<file path="src/rtl/dma_copy.sv">
// dma_copy: word-granular memory-to-memory copy engine on a req/gnt/rvalid host port.
// Optional DMA_FILL_EN: CTRL bit2 at start selects fill mode (SRC value as pattern).
module dma_copy #(
  parameter int unsigned LenWidth = 16
) (
  input  logic        clk_i,
  input  logic        rst_ni,
  input  logic        dev_req_i,
  input  logic        dev_we_i,
  input  logic [3:0]  dev_be_i,
  input  logic [31:0] dev_addr_i,
  input  logic [31:0] dev_wdata_i,
  output logic        dev_rvalid_o,
  output logic [31:0] dev_rdata_o,
  output logic        dev_err_o,
  output logic        host_req_o,
  input  logic        host_gnt_i,
  output logic [31:0] host_addr_o,
  output logic        host_we_o,
  output logic [3:0]  host_be_o,
  output logic [31:0] host_wdata_o,
  input  logic        host_rvalid_i,
  input  logic [31:0] host_rdata_i,
  input  logic        host_err_i,
  output logic        irq_o
);

  typedef enum logic [2:0] {
    IDLE, RD_REQ, RD_WAIT, WR_REQ, WR_WAIT
  } state_e;

  state_e              state_q;
  logic [31:0]         src_q, dst_q;
  logic [31:0]         src_ptr_q, dst_ptr_q;
  logic [31:0]         buf_q, addr_q, rdata_q;
  logic [LenWidth-1:0] len_q;
  logic                done_q, err_q, abort_q;
  logic                req_q, we_q, rvalid_q;
  logic                fill_q;

  logic        wr_en, busy, ctrl_wr;
  logic        start, irq_clr, abort_wr, abort_now;
  logic        rsp_ok, rsp_err, last_word;
  logic [1:0]  reg_sel;
  logic [31:0] rd_mux;
  logic        unused_addr;

  assign reg_sel   = dev_addr_i[3:2];
  assign wr_en     = dev_req_i & dev_we_i
                   & (dev_be_i == 4'hF);
  assign busy      = (state_q != IDLE);
  assign ctrl_wr   = wr_en & (reg_sel == 2'd3);
  assign start     = ctrl_wr & dev_wdata_i[0];
  assign irq_clr   = ctrl_wr & dev_wdata_i[1];
  assign abort_wr  = ctrl_wr & dev_wdata_i[3];
  assign abort_now = abort_q | abort_wr;
  assign rsp_ok    = host_rvalid_i & ~host_err_i;
  assign rsp_err   = host_rvalid_i & host_err_i;
  assign last_word = (len_q == LenWidth'(1));

  assign unused_addr = ^{dev_addr_i[31:4],
                         dev_addr_i[1:0]};

`ifndef DMA_FILL_EN
  assign fill_q = 1'b0;
`endif

  always_comb begin
    rd_mux = '0;
    unique case (reg_sel)
      2'd0:    rd_mux = {src_q[31:2], 2'b00};
      2'd1:    rd_mux = {dst_q[31:2], 2'b00};
      2'd2:    rd_mux = 32'(len_q);
      default: rd_mux = {27'd0, fill_q, 1'b0,
                         err_q, done_q, busy};
    endcase
  end

  always_ff @(posedge clk_i or negedge rst_ni) begin
    if (!rst_ni) begin
      rvalid_q <= 1'b0;
      rdata_q  <= '0;
    end else begin
      rvalid_q <= dev_req_i;
      rdata_q  <= (dev_req_i & ~dev_we_i)
                  ? rd_mux : '0;
    end
  end

  always_ff @(posedge clk_i or negedge rst_ni) begin
    if (!rst_ni) begin
      state_q   <= IDLE;
      src_q     <= '0;
      dst_q     <= '0;
      len_q     <= '0;
      src_ptr_q <= '0;
      dst_ptr_q <= '0;
      buf_q     <= '0;
      addr_q    <= '0;
      done_q    <= 1'b0;
      err_q     <= 1'b0;
      abort_q   <= 1'b0;
      req_q     <= 1'b0;
      we_q      <= 1'b0;
`ifdef DMA_FILL_EN
      fill_q    <= 1'b0;
`endif
    end else begin
      if (wr_en && !busy) begin
        unique case (reg_sel)
          2'd0:    src_q <= dev_wdata_i;
          2'd1:    dst_q <= dev_wdata_i;
          2'd2:    len_q <= dev_wdata_i[LenWidth-1:0];
          default: ;
        endcase
      end
      if (irq_clr) begin
        done_q <= 1'b0;
        err_q  <= 1'b0;
      end
      if (abort_wr && busy) abort_q <= 1'b1;

      unique case (state_q)
        IDLE: begin
          if (start) begin
            done_q  <= 1'b0;
            err_q   <= 1'b0;
            abort_q <= 1'b0;
            if (len_q == '0) begin
              done_q <= 1'b1;
            end else begin
              src_ptr_q <= {src_q[31:2], 2'b00};
              dst_ptr_q <= {dst_q[31:2], 2'b00};
              req_q     <= 1'b1;
              state_q   <= RD_REQ;
              we_q      <= 1'b0;
              addr_q    <= {src_q[31:2], 2'b00};
`ifdef DMA_FILL_EN
              fill_q <= dev_wdata_i[2];
              if (dev_wdata_i[2]) begin
                state_q <= WR_REQ;
                we_q    <= 1'b1;
                addr_q  <= {dst_q[31:2], 2'b00};
                buf_q   <= src_q;
              end
`endif
            end
          end
        end
        RD_REQ: begin
          if (host_gnt_i) begin
            req_q   <= 1'b0;
            state_q <= RD_WAIT;
          end
        end
        RD_WAIT: begin
          if (rsp_err) begin
            err_q   <= 1'b1;
            done_q  <= 1'b1;
            abort_q <= 1'b0;
            state_q <= IDLE;
          end else if (rsp_ok) begin
            buf_q <= host_rdata_i;
            if (abort_now) begin
              done_q  <= 1'b1;
              abort_q <= 1'b0;
              state_q <= IDLE;
            end else begin
              req_q   <= 1'b1;
              we_q    <= 1'b1;
              addr_q  <= dst_ptr_q;
              state_q <= WR_REQ;
            end
          end
        end
        WR_REQ: begin
          if (host_gnt_i) begin
            req_q   <= 1'b0;
            state_q <= WR_WAIT;
          end
        end
        WR_WAIT: begin
          if (rsp_err) begin
            err_q   <= 1'b1;
            done_q  <= 1'b1;
            abort_q <= 1'b0;
            we_q    <= 1'b0;
            state_q <= IDLE;
          end else if (rsp_ok) begin
            src_ptr_q <= src_ptr_q + 32'd4;
            dst_ptr_q <= dst_ptr_q + 32'd4;
            len_q     <= len_q - LenWidth'(1);
            if (last_word || abort_now) begin
              done_q  <= 1'b1;
              abort_q <= 1'b0;
              we_q    <= 1'b0;
              state_q <= IDLE;
            end else if (fill_q) begin
              req_q   <= 1'b1;
              addr_q  <= dst_ptr_q + 32'd4;
              state_q <= WR_REQ;
            end else begin
              req_q   <= 1'b1;
              we_q    <= 1'b0;
              addr_q  <= src_ptr_q + 32'd4;
              state_q <= RD_REQ;
            end
          end
        end
        default: state_q <= IDLE;
      endcase
    end
  end

  assign dev_rvalid_o = rvalid_q;
  assign dev_rdata_o  = rdata_q;
  assign dev_err_o    = 1'b0;
  assign host_req_o   = req_q;
  assign host_we_o    = we_q;
  assign host_addr_o  = addr_q;
  assign host_be_o    = 4'hF;
  assign host_wdata_o = buf_q;
  assign irq_o        = done_q | err_q;

endmodule

</file>
<file path="config.mk">
export PLATFORM = sky130hd
export DESIGN_NAME = dma_copy
export DESIGN_NICKNAME = d
export VERILOG_FILES = /design/src/rtl/dma_copy.sv
export SDC_FILE = /design/constraint.sdc
export NUM_CORES = 1
export LEC_CHECK = 0
export CAP_MARGIN = 10
export CORE_MARGIN = 4
export CORE_UTILIZATION = 45
export CTS_BUF_LIST = sky130_fd_sc_hd__clkbuf_8
export DETAILED_ROUTE_END_ITERATION = 6
export GPL_TIMING_DRIVEN = 0
export PLACE_DENSITY = 0.7
export SLEW_MARGIN = 20
export SYNTH_ARGS = -nofsm -noshare
export SYNTH_HDL_FRONTEND = slang
export SYNTH_SLANG_ARGS = --single-unit
</file>
<file path="constraint.sdc">
create_clock -name clk_i -period 2.5 [get_ports clk_i]
set_input_delay 0.625 -clock clk_i [delete_from_list [all_inputs] [get_ports clk_i]]
set_output_delay 0.625 -clock clk_i [all_outputs]
set_load 0.03 [all_outputs]
</file>
==> summary.md <==
| Metric | Value |
|---|---|
| Die width | ~170 um |
| Skew-Pair Late Insertion Delay | approximately 0.57 ns |
| Post-synth top area cell | dfrtp_1 |
| FF/Latch Area | around 6000 um2 |
| Critical Path RT | between 2 and 3 ns |
| Die H | about 170 um |
| Top cells by area, synth | dfrtp_1, mux2_2, a21oi_1, nor2_1, nand2_1 |
| H-tree depth | 2 |
| Area grow syn2layout | 28.1% |
| Highest-delay cell along the critical path | dfrtp_1 |
| R2R Path End | host_addr_o[26]$_DFFE_PN0P_ |
| PD cells | 788 nW/um2 |
| Setup violations, final | 0 |
| Root Driver | clkbuf_8 |
| RSZ-0062 raised after global routing | false |
| Synth Cell Area | ~12000 um2 |
| IO Port Bufs | 174 |
| Max Fclk | 0.407 GHz |
| Unique cell type count in the Yosys netlist | 71 |
| Max-slew violations | 0 |
| Critical path class | reg2reg |
| Initial DRC count | ~1100 |
| Leak Pwr | 0.00688 uW |
| R2R Setup Slk | roughly 0.046 ns |
| Reg2Reg Depth | 7 |
| Skew final | just under 0.03 ns |
| Routed Antenna Nets | 0 |
| Crit end category | flop |
| Asr flop ratio synth | between 90% and 100% |
| First-pass GRT wire length | a little over 60000 um |
| Core area | about 27000 um2 |
| WP data arrival | roughly 2.9 ns |
| Max cap viols | 0 |
| Gr usage total | approximately a quarter |
| Utilization after layout | a little under 60% |
| Hold Vio Cnt, Final | 0 |
| # DRC | 0 |
| Num CTS Buffers | 44 |
| Cell area after layout | approximately 16000 um2 |
| Worst r2r src | src_ptr_q[2]$_DFFE_PN0P_ |
| Via-per-instance ratio | approximately 6.0 |
| Final period util | a little over nine tenths |
| Seq/Total Area, Yosys | between 40% and 50% |
| Clock Path Buffers | 3 |
| Ratio of cells with drive above 1 in the final layout | 18.7% |
| Detailed placement HPWL | ~28000 um |
| Top cells by count, synth | dfrtp_1, nor2_1, a21oi_1, mux2_2, nand2_1 |
| Most frequent cell after synthesis | dfrtp_1 |
| Initial antenna violation count | 1 |
| Worst Hold Slack | 0.0273 ns |
| Antenna Cells | 0 |
| Tightest Pin Transition | roughly 0.87 ns |
| Maximum vdd drop | around 0.00051 V |
| Ys Warns | 0 |
| CTS tree | done |
| Global placement routability congestion | 0.963 |
| CTS clk-pin slew, worst paths | about 0.060 ns |
| Worst Path Max Fanout | 6 |
| Critical Path Source Type | flop |
| Syn_area_per_cell | approximately 9.9 um2 |
| Area share of the largest cell type after synthesis | just under 50% |
| GR Overflow Total | 0 |
| Post-synth EDFFs | 0 |
| Area occupied by multi-input gates | roughly 5800 um2 |
| Post-route minimum period | 2.45 ns |
| Vias in the first global route | ~11000 |
| Row cnt | 60 |
| Crit path cell chain | ha_2 > and3_1 > nand3_2 > nor4_4 > xor2_1 > a222oi_1 > a21oi_1 |
| Synthesized instance count | between 1000 and 1500 |
| Max stage delay on crit path | 0.46 ns |
| Area post-placement | approximately 14000 um2 |
| Hold Buf Count CTS | 0 |
| Die area | 29900 um2 |
| Post-synth top flop | dfrtp_1 |
| Via count of the routed design | 11100 |
| Initial DRT Pass Iterations | 7 |
| Final nets | about 1600 |
| Initial cell density of the core | a little under half |
| Yosys reg bits | 240 |
| Largest net degree at the start of global routing | 88 |
| Detailed Route WL | just under 40000 um |
| Status | finished clean |
| # fillers | ~2400 |
| Clk sink count | 240 |
| Slew HR | 41.9% |
| Wire length per cell | 21.3 um |
| # IOs | 212 |
| Worst Hold Class | in2async |
power breakdown:
group,switching [uW],internal [uW]
Combinational,1790,1470
Sequential,563,4570
Clock,1700,2260
Total,4060,8300
how the worst max path moves through the flow:
stage	startpoint	end	slack, ns	cells past startpoint
3_3_place_gp	rst_ni	host_wdata_o[24]$_DFFE_PN0P_	-9.73	1
2_1_floorplan	dev_addr_i[2]	host_addr_o[2]$_DFFE_PN0P_	0.16	6
4_1_cts	dev_req_i	dst_q[20]$_DFFE_PN0P_	0.002	8
6_report	src_ptr_q[2]$_DFFE_PN0P_	host_addr_o[26]$_DFFE_PN0P_	0.05	7
3_5_place_dp	dev_req_i	src_ptr_q[15]$_DFFE_PN0P_	-1.12	8
5_1_grt	src_ptr_q[10]$_DFFE_PN0P_	host_addr_o[27]$_DFFE_PN0P_	0.0005	6
worst max-delay path, delay by kind of cell (launching register included):
family | cells | cell delay (ns)
xor gates and xnor gates | 1 | 0.11
DFF | 1 | 0.46
adders and majority gates | 1 | 0.28
AOI/OAI and AO/OA | 2 | 0.55
and+or+nand+nor | 3 | 0.89
timing repair:
item                       CTS  global route
pin swaps                    4             9
gates resized for setup     24            39
setup buffers                4             6
setup endpoints to repair  121           146
registers in the layout (all words and copies together) (netlist names):
register,count
abort_q,1
dev_rdata_o,32
dev_rvalid_o,1
done_q,1
dst_ptr_q,30
dst_q,30
err_q,1
host_addr_o,31
host_req_o,1
host_wdata_o,32
host_we_o,1
len_q,16
src_ptr_q,30
src_q,30
state_q,3
cell families after synthesis:
| logic type | share of synthesized area, % |
|---|---|
| other cells | 0.0613 |
| simple gates | 15.9 |
| flops | 49.0 |
| buf+inv | 4.69 |
| mux | 11.6 |
| compound gates | 16.4 |
| xor+xnor | 2.00 |
| fa+ha+maj | 0.409 |
routing by layer:
metal  vias to the layer above  global-route usage [%]  share of wire, %
met3                       111                    5.84               9.3
met5                         -                       0             0.033
met4                         2                    8.81               4.0
met1                      5387                    33.3                40
met2                       630                    42.1                47
li1                       4972                       -                 -
per-stage QoR:
stage	setup slack, ns	setup TNS (ns)	total power [uW]	cells
after floorplan	0.157	0	6950	1243
after detailed placement	-1.12	-125.37	8440	1760
final	0.0455	0	12400	1846
after global placement	-9.73	-2450.35	8370	1758
after global routing	0.000465	0	12900	1846
after CTS	0.00171	0	12400	1842
cell type report:
cell class	count	area share, %
flip-flops and latches	240	38.3
inverters	16	0.383
well taps	341	2.72
multi-input cells	889	37.2
repair buffers	186	12.0
clock inverters	21	1.05
plain buffers	96	3.44
clock buffers	57	5.00
layout by cell type (no fill, tap or decap), drive strengths merged, types with 6 or more instances in the layout:
master and n:
a2bb2oi 6, xnor2 14, nor3b 6, xor2 14, nand4 17, a222oi 23, and4 12, nor3 13
buf 55, inv 30, a22oi 12, a21oi 132, nand3 42, clkdlybuf4s50 172, mux2 94, and3 12
nor2 155, nor4 18, nand2b 6, a311oi 6, o22ai 24, o22a 6, o21ai 67, a31oi 18
dfrtp 240, clkbuf 111, mux2i 34, nand2 93
Note: power is estimated with default switching activity, not from simulation.
